===== src/rtl/bf16_pkg.sv =====
// rtl/bf16_pkg.sv - shared types and constants for the BF16 to FP32 stream converter
package bf16_pkg;

   typedef enum logic [1:0] {
      S_IDLE = 2'd0,
      S_LO   = 2'd1,
      S_HI   = 2'd2
   } state_t;

   localparam logic [31:0] FP32_QNAN = 32'h7FC0_0000;

   // bit positions inside fpcsr
   localparam int FLAG_NV = 3;
   localparam int FLAG_OF = 2;
   localparam int FLAG_UF = 1;
   localparam int FLAG_NX = 0;

endpackage


===== src/rtl/bf16_to_fp32_stream_if.sv =====
// rtl/bf16_to_fp32_stream_if.sv - input/output stream handshake bundle of the converter
interface bf16_to_fp32_stream_if;

   logic        in_valid;
   logic        in_ready;
   logic [31:0] in_data;
   logic        in_pair;
   logic        out_valid;
   logic        out_ready;
   logic [31:0] out_data;

   modport master (
      output in_valid, in_data, in_pair, out_ready,
      input  in_ready, out_valid, out_data
   );

   modport slave (
      input  in_valid, in_data, in_pair, out_ready,
      output in_ready, out_valid, out_data
   );

endinterface


===== src/rtl/bf16_to_fp32_cvt.sv =====
// rtl/bf16_to_fp32_cvt.sv - combinational BF16 to FP32 widening with exception flags
// BF16_SUBNORMAL_FTZ_EN: flush subnormal inputs to signed zero and raise underflow.
module bf16_to_fp32_cvt
   import bf16_pkg::*;
(
   input  logic [15:0] i_bf16,
   output logic [31:0] o_fp32,
   output logic [3:0]  o_flags
);

   logic w_exp_max;
   logic w_man_nz;

   assign w_exp_max = (i_bf16[14:7] == 8'hFF);
   assign w_man_nz  = (i_bf16[6:0] != 7'h00);

`ifdef BF16_SUBNORMAL_FTZ_EN
   logic w_exp_zero;
   assign w_exp_zero = (i_bf16[14:7] == 8'h00);
`endif

   always_comb begin
      o_flags = 4'h0;
      o_fp32  = {i_bf16, 16'h0000};
      // quiet bit clear means the NaN was signalling
      if (w_exp_max && w_man_nz) begin
         o_fp32           = FP32_QNAN;
         o_flags[FLAG_NV] = ~i_bf16[6];
      end
`ifdef BF16_SUBNORMAL_FTZ_EN
      else if (w_exp_zero && w_man_nz) begin
         o_fp32           = {i_bf16[15], 31'h0};
         o_flags[FLAG_UF] = 1'b1;
      end
`endif
      o_flags[FLAG_OF] = 1'b0;
      o_flags[FLAG_NX] = 1'b0;
   end

endmodule


===== src/rtl/bf16_to_fp32_stream.sv =====
// rtl/bf16_to_fp32_stream.sv - captures one or two packed BF16 values and emits them as FP32 words
// BF16_SUBNORMAL_FTZ_EN selects flush-to-zero of subnormals in the converter.
module bf16_to_fp32_stream
   import bf16_pkg::*;
(
   input  logic                         clk,
   input  logic                         reset,
   bf16_to_fp32_stream_if.slave         strm,
   input  logic                         fpcsr_clr,
   output logic [3:0]                   fpcsr
);

   state_t      r_state;
   state_t      w_next;
   logic [31:0] r_word;
   logic        r_pair;
   logic [3:0]  r_fpcsr;

   logic        w_accept;
   logic        w_out_hs;
   logic        w_sel_hi;
   logic [15:0] w_cvt_in;
   logic [31:0] w_cvt_out;
   logic [3:0]  w_cvt_flags;

   always_ff @(posedge clk or posedge reset) begin
      if (reset) r_state <= S_IDLE;
      else       r_state <= w_next;
   end

   always_comb begin
      w_next         = r_state;
      strm.in_ready  = 1'b0;
      strm.out_valid = 1'b0;
      w_sel_hi       = 1'b0;
      case (r_state)
         S_IDLE: begin
            strm.in_ready = 1'b1;
            if (strm.in_valid) w_next = S_LO;
         end
         S_LO: begin
            strm.out_valid = 1'b1;
            if (strm.out_ready) w_next = r_pair ? S_HI : S_IDLE;
         end
         S_HI: begin
            strm.out_valid = 1'b1;
            w_sel_hi       = 1'b1;
            if (strm.out_ready) w_next = S_IDLE;
         end
         default: w_next = S_IDLE;
      endcase
   end

   assign w_accept = (r_state == S_IDLE) && strm.in_valid;
   assign w_out_hs = strm.out_valid && strm.out_ready;

   always_ff @(posedge clk or posedge reset) begin
      if (reset) begin
         r_word <= 32'h0;
         r_pair <= 1'b0;
      end else if (w_accept) begin
         r_word <= strm.in_data;
         r_pair <= strm.in_pair;
      end
   end

   assign w_cvt_in = w_sel_hi ? r_word[31:16] : r_word[15:0];

   bf16_to_fp32_cvt u_cvt (
      .i_bf16  (w_cvt_in),
      .o_fp32  (w_cvt_out),
      .o_flags (w_cvt_flags)
   );

   // a flag raised by this cycle's handshake survives a simultaneous clear
   always_ff @(posedge clk or posedge reset) begin
      if (reset) r_fpcsr <= 4'h0;
      else       r_fpcsr <= (fpcsr_clr ? 4'h0 : r_fpcsr) | (w_out_hs ? w_cvt_flags : 4'h0);
   end

   assign strm.out_data = w_cvt_out;
   assign fpcsr         = r_fpcsr;

endmodule


===== src/flat_wrapper.sv =====
// flat-port wrapper written by rule: the top's interface ports become plain ports
module bf16_to_fp32_stream_flat import bf16_pkg::*;
  (clk, reset, fpcsr_clr, fpcsr, strm_in_valid, strm_in_data, strm_in_pair, strm_out_ready, strm_in_ready, strm_out_valid, strm_out_data);
  bf16_to_fp32_stream_if strm_i ();
  input  logic clk;
  input  logic reset;
  input  logic fpcsr_clr;
  output logic [3:0] fpcsr;
  input wire logic [$bits(strm_i.in_valid)-1:0] strm_in_valid;
  input wire logic [$bits(strm_i.in_data)-1:0] strm_in_data;
  input wire logic [$bits(strm_i.in_pair)-1:0] strm_in_pair;
  input wire logic [$bits(strm_i.out_ready)-1:0] strm_out_ready;
  output wire logic [$bits(strm_i.in_ready)-1:0] strm_in_ready;
  output wire logic [$bits(strm_i.out_valid)-1:0] strm_out_valid;
  output wire logic [$bits(strm_i.out_data)-1:0] strm_out_data;
  assign strm_i.in_valid = strm_in_valid;
  assign strm_i.in_data = strm_in_data;
  assign strm_i.in_pair = strm_in_pair;
  assign strm_i.out_ready = strm_out_ready;
  assign strm_in_ready = strm_i.in_ready;
  assign strm_out_valid = strm_i.out_valid;
  assign strm_out_data = strm_i.out_data;
  bf16_to_fp32_stream u_core (.clk(clk), .reset(reset), .strm(strm_i), .fpcsr_clr(fpcsr_clr), .fpcsr(fpcsr));
endmodule

===== config.mk =====
export PLATFORM = sky130hd
export DESIGN_NAME = bf16_to_fp32_stream_flat
export DESIGN_NICKNAME = d
export VERILOG_FILES = /design/src/rtl/bf16_pkg.sv /design/src/rtl/bf16_to_fp32_stream_if.sv /design/src/rtl/bf16_to_fp32_cvt.sv /design/src/rtl/bf16_to_fp32_stream.sv /design/src/flat_wrapper.sv
export SDC_FILE = /design/constraint.sdc
export NUM_CORES = 1
export LEC_CHECK = 0
export BUFFER_PORTS_ARGS = -buffer_cell sky130_fd_sc_hd__buf_4
export CAP_MARGIN = 0
export CORE_ASPECT_RATIO = 0.9
export CORE_MARGIN = 4
export CORE_UTILIZATION = 48
export CTS_BUF_LIST = sky130_fd_sc_hd__clkbuf_8 sky130_fd_sc_hd__clkbuf_16
export CTS_CLUSTER_SIZE = 28
export DETAILED_ROUTE_END_ITERATION = 16
export GPL_TIMING_DRIVEN = 0
export PLACE_DENSITY = 0.84
export SYNTH_ARGS = -nofsm -noshare
export SYNTH_HDL_FRONTEND = slang
export SYNTH_SLANG_ARGS = --single-unit

===== constraint.sdc =====
create_clock -name clk -period 1.9 [get_ports clk]
set_input_delay 0.285 -clock clk [delete_from_list [all_inputs] [get_ports clk]]
set_output_delay 0.285 -clock clk [all_outputs]
set_load 0.01 [all_outputs]

-- After elaboration in Yosys (flattened, before gate mapping)
Cells that the tools add are included.
- flip-flop bits (word level): 39
- output and inout bits: 38
- logic and storage cells: 32
- reductions and logical operators: 7
- mux-type cells: 13
- equal/unequal tests: 6
- bitwise logic cells: 2
- operators with widths (cell ; number):
    $mux W32 ; 1
    $mux W16 ; 1
    $eq A8 B8 Y1 const B ; 1
    $mux W2 ; 4
    $mux W4 ; 2
    $reduce_bool A7 Y1 ; 1
    $ne A2 B2 Y1 const B ; 3
    $pmux W2 S3 ; 1
    $mux W1 ; 4
    $or A4 B4 Y4 ; 1
    $logic_and A1 B1 Y1 ; 3
    $reduce_and A3 Y1 ; 1
    $eq A2 B1 Y1 const B ; 1
    $eq A2 B2 Y1 const B ; 1
    $logic_not A2 Y1 ; 1
    $reduce_or A2 Y1 ; 1
    $not A1 Y1 ; 1

-- Longest topological paths before layout
Gate-level depths: netlist of the first run.
- depth in word-level cells: 8
- mapped depth: 8
- depth with buffers taken out: 6

-- Modules after synthesis
A second synthesis of the first run with hierarchy kept.
- cell total of the unflattened synthesis: 162
- area total of the unflattened synthesis: 2130.8 um2
- modules (own cells, without submodules) (module ; times used ; cells an instance ; seq. area each (um2) ; area each (um2)):
    bf16_to_fp32_stream ; 1 ; 119 ; 975.9 ; 1854.3
    bf16_to_fp32_cvt ; 1 ; 43 ; 0.0 ; 276.5

-- Worst setup path before layout of the first run
No wires, ideal clock.
- kind: flip-flop to output port
- from: register u_core.r_state[0]
- to: output strm_out_data[22]
- path slack: 0.141 ns
- stages on the path, launching flop included: 8
- arrival: 1.474 ns
- path through: dfrtp_1 > inv_1 > ha_1 > buf_6 > nand3b_1 > a211oi_2 > o211a_4 > nand2b_1
- cells in the longest elaborated chain, start to end: 6
- elaborated cells between the ends (all ways): 7
- classes of those cells: eq/ne (2); mux (3); reduce/logical (2)
- RTL lines (what ; line ; RTL):
    from (decl) ; bf16_to_fp32_stream.sv:13 ; state_t r_state;
    from (signal assigned) ; bf16_to_fp32_stream.sv:28 ; else r_state <= w_next;
    $eq A2 B2 Y1 * ; bf16_to_fp32_stream.sv:36 ; case (r_state)
    $mux W1 * ; bf16_to_fp32_stream.sv:36 ;
    $mux W16 * ; bf16_to_fp32_stream.sv:67 ; assign w_cvt_in = w_sel_hi ? r_word[31:16] : r_word[15:0];
    $eq A8 B8 Y1 / $reduce_bool A7 Y1 (equally long branches) ; bf16_to_fp32_cvt.sv:14, bf16_to_fp32_cvt.sv:15 ;
    $logic_and A1 B1 Y1 ; bf16_to_fp32_cvt.sv:26 ; if (w_exp_max && w_man_nz) begin
    $mux W32 * ; bf16_to_fp32_cvt.sv:26 ;
    to (decl) ; flat_wrapper.sv:15 ; output wire logic [$bits(strm_i.out_data)-1:0] strm_out_data;
Every way passes the cells marked *; elsewhere a longest branch is shown, timed or not.

-- Final worst setup path of the first run
- from: register u_core.r_state[0]
- to: output strm_out_data[17]
The elaborated chain is that of the path after synthesis.

==> metrics, run 1 <==
clock skew=0.0110 ns; Peak supply drop=0.975 mV; initial antenna violation count=0; worst hold path type=in2async; minimum clock period=2.21 ns; # Max-Cap Violations=0; largest net degree at the start of global routing=37; crit share post-route=116%; number of port buffers=56; P_leak=1.34 nW; Mapped Cells=157; H-tree depth=2; Placement Rows=21; CTS root buf=clkbuf_8; Post-synth top cells=mux2_2, dfrtp_1, buf_4; Area Overhead vs Synth=44.0%; RSZ-0062 raised after global routing=yes; FF-to-FF End=u_core.r_word[3]$_DFFE_PP0P_; global-route wire length before repair=6710 um; post-synthesis sequential area ratio=46.8%; critical path class=reg2out; Primary FF master, synth=dfrtp_1; die height=68.1 um; Tightest Pin Transition=0.746 ns; post-route setup slack=-0.306 ns; warnings from Yosys=0; Critical Path Fanout Max=7; largest area contributor in the netlist=dfrtp_1; vias per cell=4.83; num ports=76; P per Cell Area=1570 nW/um2; CORE AREA=3780 um2; ranking of synthesized cells by area=dfrtp_1, mux2_2, buf_4; CTS tree=done; Reg clk slew, reported paths=0.08 ns; critical path arrival=1.92 ns; clk_lat worst skew=0.29 ns; Final nets=288; share of cells above drive strength 1=60.1%; CTS Buffer Depth=2; Worst setup EP type=output pin; Hold Vio Cnt, Final=0; Post-synth EDFFs=0; Worst EP required=1.62 ns; Cells after DPL=277; grt met1 use=21.2%; crit path launch type=register; Reg-to-Reg Start=u_core.r_state[1]$_DFFE_PP0P_; initial core utilization=50.9%; n_diodes=0; met2 usage in global routing=31.4%; Antenna Violating Nets Remaining=0; GR peak layer=met2; status=finished with violations; Total GRT Usage=18.1%; GR Util met3=4.55%; Die Area=5090 um2; CTS Hold Buffers Added=0; die width=74.8 um; endpoints failing setup=14; Vias=1421; 1st-pass router iterations=4; Storage cell area=901 um2; gr ovfl total=0; Placement Setup Slack=-0.135 ns; #FFs+latches synth=36; Synth async-reset ratio=100%; fill count=292; Max Clk Rate=0.453 GHz; wire length per cell=14.6 um; Max Transition Viols Final=0; count of cell types in the netlist=28; Syn Std Cell Area=1930 um2; post-synth top area share=46.8%; post-detail-place hpwl=3030 um; most instantiated library cell after synthesis=mux2_2; vias in the first global route=1491; total CTS buffers=5; average size of a mapped cell=12.3 um2; Total Power=4.35 mW; violated checks=setup timing; drt total wl=4300 um; Relative slew margins=50.2%; RePlAce Congestion=0.778; DR iter-0 viols=71; DRC viols=0; FF-to-FF setup slack=0.11 ns; final std cells w/o fill=294; area of the multi-input gates=953 um2; Sink Count=36; Reg2Reg Depth=6
-- state kept, by name, summed over array words and instances, names as in the netlist --
name	cells
u_core.fpcsr	1
u_core.r_pair	1
u_core.r_state	2
u_core.r_word	32
-- cell families after synthesis --
| logic type | Yosys count | share of synthesized area [%] |
|---|---|---|
| mux | 50 | 28.5 |
| simple gates | 24 | 6.76 |
| fa+ha+maj | 3 | 1.95 |
| other cells | 1 | 0.195 |
| compound gates | 11 | 4.35 |
| flops | 36 | 46.8 |
| buf+inv | 32 | 11.4 |
-- worst max-delay path: stages (launching register included) --
cell and delay (ns):
dfrtp_1 0.39, inv_2 0.08, ha_4 0.22, buf_12 0.14
buf_4 0.13, bufbuf_16 0.26, mux2i_1 0.19, nor2_1 0.07
buf_4 0.14
-- cells in the final DEF, fill, tap and decap left out, types with 2 or more instances in the layout --
cell      netlist  layout
nor2_1         10      10
conb_1          1      19
mux2_2         39      36
mux2i_1        11       9
buf_12          1       2
nand2_1         3       3
mux2i_2         0       2
mux2_4          0       3
buf_6           1       5
nand4_1         2       2
o21ai_0         2       2
dfrtp_1        36      36
a21oi_1         4       4
nor2b_1         2       2
inv_1           7       7
clkbuf_4        0       3
inv_2           0       2
clkbuf_8        0       6
buf_4          19      79
ha_1            3       2
-- worst max-delay path by stage --
stage,cells past startpoint,from,end,slack [ns]
floorplan,7,u_core.r_state[0]$_DFFE_PP0P_,strm_out_data[22],0.14
global placement,9,u_core.r_state[0]$_DFFE_PP0P_,strm_out_data[22],-0.10
detailed placement,7,u_core.r_state[0]$_DFFE_PP0P_,strm_out_data[27],-0.14
CTS,9,u_core.r_state[0]$_DFFE_PP0P_,strm_out_data[22],-0.34
global route,8,u_core.r_state[0]$_DFFE_PP0P_,strm_out_data[17],-0.40
finish,8,u_core.r_state[0]$_DFFE_PP0P_,strm_out_data[17],-0.31
-- repair_timing --
action                     CTS  global route
gates resized for setup     15            14
setup buffers                7             2
setup endpoints to repair   14            16
cloned                       1             0
pin swaps                    2             1
-- per-stage QoR --
stage	instance area (um2)	TNS (ns)	hold slack (ns)	util, %
3_5_place_dp	2470	-1.15	0.494	65.3
2_1_floorplan	1990	0	0.436	-
5_1_grt	2770	-4.49	0.197	73.3
6_report	2770	-3.27	0.124	73.3
4_1_cts	2710	-3.42	0.221	71.7
3_3_place_gp	2470	-0.900	0.488	65.3
-- per-layer routing --
| metal | share of wire, % | vias to the layer above |
|---|---|---|
| met2 | 48 | 56 |
| met1 | 42 | 675 |
| met3 | 8.4 | 7 |
| li1 | - | 683 |
| met5 | 0 | - |
| met4 | 1.7 | 0 |
-- report_power, final --
part           internal, mW  switching [mW]
clock                 0.285           0.266
sequential             1.15           0.321
combinational          1.38           0.945
-- final cells by class --
type	count	area share, %
Clock buffer	6	2.98
Sequential cell	36	32.5
Buffer	24	7.40
Clock inverter	2	0.271
Multi-Input combinational cell	107	34.4
Timing Repair Buffer	66	19.4
Tap cell	46	2.08
Inverter	7	0.948
(Power assumes the default switching activity.)
==> run 2, diff against run 1 <==
--- a/config.mk
+++ b/config.mk
@@ -7,7 +7,6 @@
 export LEC_CHECK = 0
 export BUFFER_PORTS_ARGS = -buffer_cell sky130_fd_sc_hd__buf_4
 export CAP_MARGIN = 0
-export CORE_ASPECT_RATIO = 0.9
 export CORE_MARGIN = 4
 export CORE_UTILIZATION = 48
 export CTS_BUF_LIST = sky130_fd_sc_hd__clkbuf_8 sky130_fd_sc_hd__clkbuf_16
@@ -15,6 +14,7 @@
 export DETAILED_ROUTE_END_ITERATION = 16
 export GPL_TIMING_DRIVEN = 0
 export PLACE_DENSITY = 0.84
+export RECOVER_POWER = 25
 export SYNTH_ARGS = -nofsm -noshare
 export SYNTH_HDL_FRONTEND = slang
 export SYNTH_SLANG_ARGS = --single-unit
==> run 2 against run 1 <==
Against the previous run:
- flip-flop and latch count unchanged
- first-iteration DRC count down 51%
- sequential share of layout area about the same
- cell count down 0.68%
- clock power down 10%
- sequential power about the same
- critical path depth down 2
- hold slack better by 0.10 ns
- cell area down 0.14%
- critical path type unchanged
- non-clock buffer count down 3
- combinational power up 5%
- critical endpoint is now strm_out_data[22]
- the run still ends with setup timing left
==> metrics, run 2 (synthesized netlist as in run 1, its figures left out) <==
status=finished with violations (unchanged); violated checks=setup timing (unchanged); post-detail-place hpwl=3200 um (was 3030 um); GR peak layer=met2 (unchanged); fill count=273 (was 292); drt total wl=4300 um (unchanged); Hold EP=u_core.r_word[13]$_DFFE_PP0P_; final core utilization=73.4% (was 73.3%); worst hold stages=2; Placement Rows=22 (was 21); Worst setup EP type=output pin (unchanged); global-route wire length before repair=6740 um (was 6710 um); crit path launch type=register (unchanged); DR iter-0 viols=35 (was 71); Hold Vio Cnt, Final=0 (unchanged); Max Clk Rate=0.460 GHz (was 0.453 GHz); share of cells above drive strength 1=60.2% (was 60.1%); Max Transition Viols Final=0 (unchanged); final std cells w/o fill=292 (was 294); Area Overhead vs Synth=43.8% (was 44.0%); total CTS buffers=5 (unchanged); Vias=1428 (was 1421); CTS tree=done (unchanged); FF-to-FF setup slack=0.12 ns (was 0.11 ns); DRC viols=0 (unchanged); grt met1 use=19.7% (was 21.2%); vias in the first global route=1419 (was 1491); Antenna Violating Nets Remaining=0 (unchanged); Reg-to-Reg Start=u_core.r_state[1]$_DFFE_PP0P_ (unchanged); setup_tns=-2.39 ns (was -3.27 ns); Tightest Pin Transition=1.34 ns (was 0.746 ns); Sink Count=36 (unchanged); Reg clk slew, reported paths=0.07 ns (was 0.08 ns); Peak supply drop=0.979 mV (was 0.975 mV); Critical Path Fanout Max=7 (unchanged); initial core utilization=51.1% (was 50.9%); initial antenna violation count=0 (unchanged); most frequent cells in the layout=buf_4, dfrtp_1, mux2_2 (was buf_4, mux2_2, dfrtp_1); worst hold path type=in2reg (was in2async); Die Area=5090 um2 (about the same); vias per cell=4.89 (was 4.83); H-tree depth=2 (unchanged); P_leak=1.33 nW (was 1.34 nW); RePlAce Congestion=0.716 (was 0.778); CTS root buf=clkbuf_8 (unchanged); gr ovfl total=0 (unchanged); # Max-Cap Violations=0 (unchanged); critical path arrival=1.89 ns (was 1.92 ns); clk_lat worst skew=0.28 ns (was 0.29 ns); most common cell after layout, fill and taps aside=buf_4 (unchanged); Final nets=285 (was 288); CTS Hold Buffers Added=0 (unchanged); RSZ-0062 raised after global routing=yes (unchanged); hold path start=strm_in_data[13]; FF-to-FF End=u_core.fpcsr[3]$_DFF_PP0_ (was u_core.r_word[3]$_DFFE_PP0P_); largest reg by FF count=u_core.r_word (unchanged); Worst EP required=1.62 ns (about the same); wire length per cell=14.7 um (was 14.6 um); Reg2Reg Depth=6 (unchanged); clock skew=0.00212 ns (was 0.0110 ns); Relative slew margins=10.3% (was 50.2%); post-route setup slack=-0.275 ns (was -0.306 ns); max FFs per register=32 (unchanged); 1st-pass router iterations=4 (unchanged); GR Util met3=5.05% (was 4.55%); die width=71.3 um (was 74.8 um); largest net degree at the start of global routing=37 (unchanged); crit share post-route=114% (was 116%); Total GRT Usage=17.2% (was 18.1%); minimum clock period=2.17 ns (was 2.21 ns); critical path class=reg2out (unchanged); Largest regs=u_core.r_word (32), u_core.r_state (2) (unchanged); number of port buffers=56 (unchanged); CTS Buffer Depth=2 (unchanged); met2 usage in global routing=29.7% (was 31.4%); CORE AREA=3770 um2 (was 3780 um2); Cells after DPL=279 (was 277); P per Cell Area=1590 nW/um2 (was 1570 nW/um2); n_diodes=0 (unchanged); die height=71.3 um (was 68.1 um); num ports=76 (unchanged); endpoints failing setup=14 (unchanged); Hold Slack=0.227 ns (was 0.124 ns)
## run 2: report_power, final
group	switching (mW)	total, mW	internal, mW	leakage [nW]
clock network	0.250	0.493	0.243	0.0452
logic	0.992	2.44	1.45	0.856
registers	0.312	1.47	1.15	0.427
## run 2: through the flow
step / worst slack [ns] / total power, mW / instance area [um2]
floorplan: 0.141 / 2.66 / 1990
global placement: -0.124 / 3.33 / 2470
detailed placement: -0.154 / 3.41 / 2470
CTS: -0.307 / 4.20 / 2680
global route: -0.363 / 4.67 / 2770
finish: -0.275 / 4.40 / 2770
## run 2: layout make-up
class	instances	area (um2)	share of cell area, %
tap	48	60.1	2.17
buffer	24	205	7.41
sequential	36	901	32.5
multi-input combinational	107	973	35.2
timing repair buffer	63	526	19.0
inverter	7	26.3	0.949
clock buffer	5	68.8	2.49
clock inverter	2	8.76	0.316
## run 2: timing repair
item / CTS / global route
buffers inserted: 6 / 3
resized for setup: 23 / 25
setup endpoints to repair: 14 / 45
cloned: 0 / 0
pin swaps: 4 / 4
## run 2: worst max-delay path, cell delays in order (launching register included)
cell and delay, ns:
dfrtp_1 0.41, ha_4 0.22, nand3b_1 0.21, a211oi_4 0.32, o211a_4 0.23, nand2b_4 0.12, buf_6 0.10
## run 2: worst max path at each step
stage | startpoint | end | slack, ns | depth (start not counted)
finish | u_core.r_state[1]$_DFFE_PP0P_ | strm_out_data[22] | -0.27 | 6
global route | u_core.r_state[0]$_DFFE_PP0P_ | strm_out_data[17] | -0.36 | 7
CTS | u_core.r_state[0]$_DFFE_PP0P_ | strm_out_data[22] | -0.31 | 8
detailed placement | u_core.r_state[0]$_DFFE_PP0P_ | strm_out_data[19] | -0.15 | 9
global placement | u_core.r_state[0]$_DFFE_PP0P_ | strm_out_data[19] | -0.12 | 9
floorplan | u_core.r_state[0]$_DFFE_PP0P_ | strm_out_data[22] | 0.14 | 7
## run 2: per-layer routing
layer,part of all wire [%],wire length [um]
met5,0,0
met3,7.0,300
met1,39,1680
met2,52,2250
met4,1.6,69
==> run 3, diff against run 2 <==
--- a/config.mk
+++ b/config.mk
@@ -7,13 +7,14 @@
 export LEC_CHECK = 0
 export BUFFER_PORTS_ARGS = -buffer_cell sky130_fd_sc_hd__buf_4
 export CAP_MARGIN = 0
+export CORE_ASPECT_RATIO = 0.8
 export CORE_MARGIN = 4
 export CORE_UTILIZATION = 48
 export CTS_BUF_LIST = sky130_fd_sc_hd__clkbuf_8 sky130_fd_sc_hd__clkbuf_16
 export CTS_CLUSTER_SIZE = 28
 export DETAILED_ROUTE_END_ITERATION = 16
 export GPL_TIMING_DRIVEN = 0
-export PLACE_DENSITY = 0.84
+export PLACE_DENSITY = 0.79
 export RECOVER_POWER = 25
 export SYNTH_ARGS = -nofsm -noshare
 export SYNTH_HDL_FRONTEND = slang
==> run 3 against run 2 <==
Against the previous run:
- the flow still finishes with violations (setup timing)
- utilization increased by 6.0 points
- combinational power is 24% higher
- critical path depth is 1 higher
- setup slack lost 0.051 ns
- largest cell class unchanged
- largest power group unchanged
- highest routed layer unchanged
==> metrics, run 3 (synthesized netlist as in run 1, its figures left out) <==
DR iter-0 viols=53 (was 35); Cells after DPL=286 (was 279); CTS Hold Buffers Added=0 (unchanged); crit share post-route=117% (was 114%); # Max-Cap Violations=0 (unchanged); CP Launch Point=u_core.r_state[0]$_DFFE_PP0P_ (was u_core.r_state[1]$_DFFE_PP0P_); area of the multi-input gates=1070 um2 (was 973 um2); clk_lat worst skew=0.29 ns (was 0.28 ns); most frequent cells in the layout=buf_4, dfrtp_1, mux2_4 (was buf_4, dfrtp_1, mux2_2); vias in the first global route=1510 (was 1419); Reg2Reg Depth=8 (was 6); final core utilization=79.4% (was 73.4%); Worst EP required=1.62 ns (about the same); Reg clk slew, reported paths=0.07 ns (about the same); Hold Vio Cnt, Final=0 (unchanged); worst path buffer plus inverter count=2 (was 1); Clk pwr share=11.0% (was 11.2%); crit path launch type=register (unchanged); top cell family by delay on the critical path=compound AO/OA/AOI/OAI gates (unchanged); die width=78.8 um (was 71.3 um); Placed Area=2480 um2 (was 2470 um2); post-route setup slack=-0.326 ns (was -0.275 ns); Final nets=294 (was 285); initial antenna violation count=0 (unchanged); number of port buffers=56 (unchanged); H-tree depth=2 (unchanged); critical path, cell by cell=inv_2 -> ha_4 -> nand3b_1 -> a211oi_4 -> o211a_4 -> nand2b_4 -> buf_6 (was ha_4 -> nand3b_1 -> a211oi_4 -> o211a_4 -> nand2b_4 -> buf_6); violated checks=setup timing (unchanged); Worst setup EP type=output pin (unchanged); largest net degree at the start of global routing=37 (unchanged); share of cells above drive strength 1=62.2% (was 60.2%); n_diodes=0 (unchanged); Largest regs=u_core.r_word (32), u_core.r_state (2) (unchanged); Relative slew margins=8.99% (was 10.3%); die height=64.7 um (was 71.3 um); Vias=1541 (was 1428); most common cell after layout, fill and taps aside=buf_4 (unchanged); Total GRT Usage=19.3% (was 17.2%); internal cell power=3.29 mW (was 2.84 mW); worst hold path type=in2reg (unchanged); gr ovfl total=0 (unchanged); status=finished with violations (unchanged); FF-to-FF End=u_core.fpcsr[3]$_DFF_PP0_ (unchanged); post-detail-place hpwl=3140 um (was 3200 um); Max Transition Viols Final=0 (unchanged); total CTS buffers=5 (unchanged); Net Sw Frac=35.2% (was 35.3%); Slowest Stage Delay on Critical Path=0.38 ns (was 0.41 ns); minimum clock period=2.23 ns (was 2.17 ns); global-route wire length before repair=7360 um (was 6740 um); Antenna Violating Nets Remaining=0 (unchanged); Tightest Pin Transition=1.36 ns (was 1.34 ns); CORE AREA=3830 um2 (was 3770 um2); Reg-to-Reg Start=u_core.r_state[0]$_DFFE_PP0P_ (was u_core.r_state[1]$_DFFE_PP0P_); FF-to-FF setup slack=0.10 ns (was 0.12 ns); worst hold stages=2 (unchanged); DRC viols=0 (unchanged); P_leak=1.50 nW (was 1.33 nW); worst setup path end=strm_out_data[22] (unchanged); 1st-pass router iterations=4 (unchanged); CTS Buffer Depth=2 (unchanged); sequential power share=29.5% (was 33.3%); Gate power share=59.5% (was 55.4%); RSZ-0062 raised after global routing=yes (unchanged); Critical Path Stages=7 (was 6); Area Overhead vs Synth=58.0% (was 43.8%); Peak supply drop=0.975 mV (was 0.979 mV); Net Sw Power=1.79 mW (was 1.55 mW); Placement Rows=20 (was 22); critical path class=reg2out (unchanged); Max Clk Rate=0.449 GHz (was 0.460 GHz); vias per cell=4.99 (was 4.89); Finished Cell Area=3040 um2 (was 2770 um2); initial core utilization=50.3% (was 51.1%); drt total wl=5240 um (was 4300 um); Storage cell area=901 um2 (unchanged); max FFs per register=32 (unchanged); CTS root buf=clkbuf_8 (unchanged); largest reg by FF count=u_core.r_word (unchanged); P per Cell Area=1670 nW/um2 (was 1590 nW/um2); final std cells w/o fill=309 (was 292); Critical Path Fanout Max=7 (unchanged); Die Area=5100 um2 (was 5090 um2); critical path arrival=1.94 ns (was 1.89 ns); Hold Slack=0.216 ns (was 0.227 ns); CTS tree=done (unchanged); RePlAce Congestion=0.734 (was 0.716); Sink Count=36 (unchanged); slowest CP cell=dfrtp_1 (unchanged); endpoints failing setup=14 (unchanged); clock skew=0.00776 ns (was 0.00212 ns); num ports=76 (unchanged); fill count=238 (was 273); wire length per cell=17.0 um (was 14.7 um); setup_tns=-3.32 ns (was -2.39 ns)
## run 3: cell count changes in the layout (fill, tap and decap cells not counted), moves of 2 or more
cell / delta
clkbuf_16: +2
mux2_2: -16
buf_6: +3
buf_4: +4
clkbuf_4: -3
mux2_4: +16
## run 3: through the flow
step / total power [mW] / setup WS (ns)
finish: 5.08 / -0.326
global route: 5.37 / -0.398
CTS: 4.41 / -0.367
detailed placement: 3.40 / -0.136
global placement: 3.34 / -0.120
floorplan: 2.66 / 0.141
## run 3: worst reg2reg max path: cells and delay by family (launching register included)
| family | cells | cell delay, ns |
|---|---|---|
| AO/OA/AOI/OAI | 3 | 0.58 |
| buffers and inverters | 3 | 0.35 |
| adder cells (fa/ha/maj) | 1 | 0.20 |
| flip-flops | 1 | 0.38 |
| AND/OR/NAND/NOR | 1 | 0.17 |
## run 3: power by group through the flow
stage / combinational, mW / clock (mW) / sequential (mW)
floorplan: 1.31 / 0 / 1.35
global placement: 1.91 / 0 / 1.42
detailed placement: 1.95 / 0 / 1.44
CTS: 2.40 / 0.570 / 1.44
global route: 3.22 / 0.605 / 1.54
finish: 3.02 / 0.557 / 1.50
## run 3: final cells by class
class / instances / area share (%)
plain buffers: 24 / 7.53
clock buffers: 6 / 2.71
clock inverters: 2 / 0.247
inverters: 7 / 0.864
multi-input cells: 107 / 35.2
flip-flops and latches: 36 / 29.6
well taps: 55 / 2.26
repair buffers: 72 / 21.6
## run 3: per-layer routing
metal | vias to the layer above | wire [um] | GRT usage (%)
met5 | - | 0 | 0
met4 | 0 | 104 | 7.94
met3 | 9 | 479 | 7.50
met2 | 80 | 2520 | 30.0
met1 | 755 | 2130 | 24.1
li1 | 697 | - | -
## run 3: timing repair
item	in CTS	in global routing
pin swaps	6	4
setup buffers	11	6
gates resized for setup	27	50
setup endpoints to repair	15	48
gates cloned	1	2
## run 3: worst min path at each step
stage,startpoint,endpoint,slack (ns)
2_1_floorplan,strm_in_data[14],u_core.r_word[14]$_DFFE_PP0P_,0.44
3_5_place_dp,u_core.r_word[13]$_DFFE_PP0P_,u_core.r_word[13]$_DFFE_PP0P_,0.50
5_1_grt,strm_in_pair,u_core.r_pair$_DFFE_PP0P_,0.20
3_3_place_gp,u_core.r_word[15]$_DFFE_PP0P_,u_core.r_word[15]$_DFFE_PP0P_,0.49
4_1_cts,strm_in_pair,u_core.r_pair$_DFFE_PP0P_,0.21
6_report,strm_in_pair,u_core.r_pair$_DFFE_PP0P_,0.22
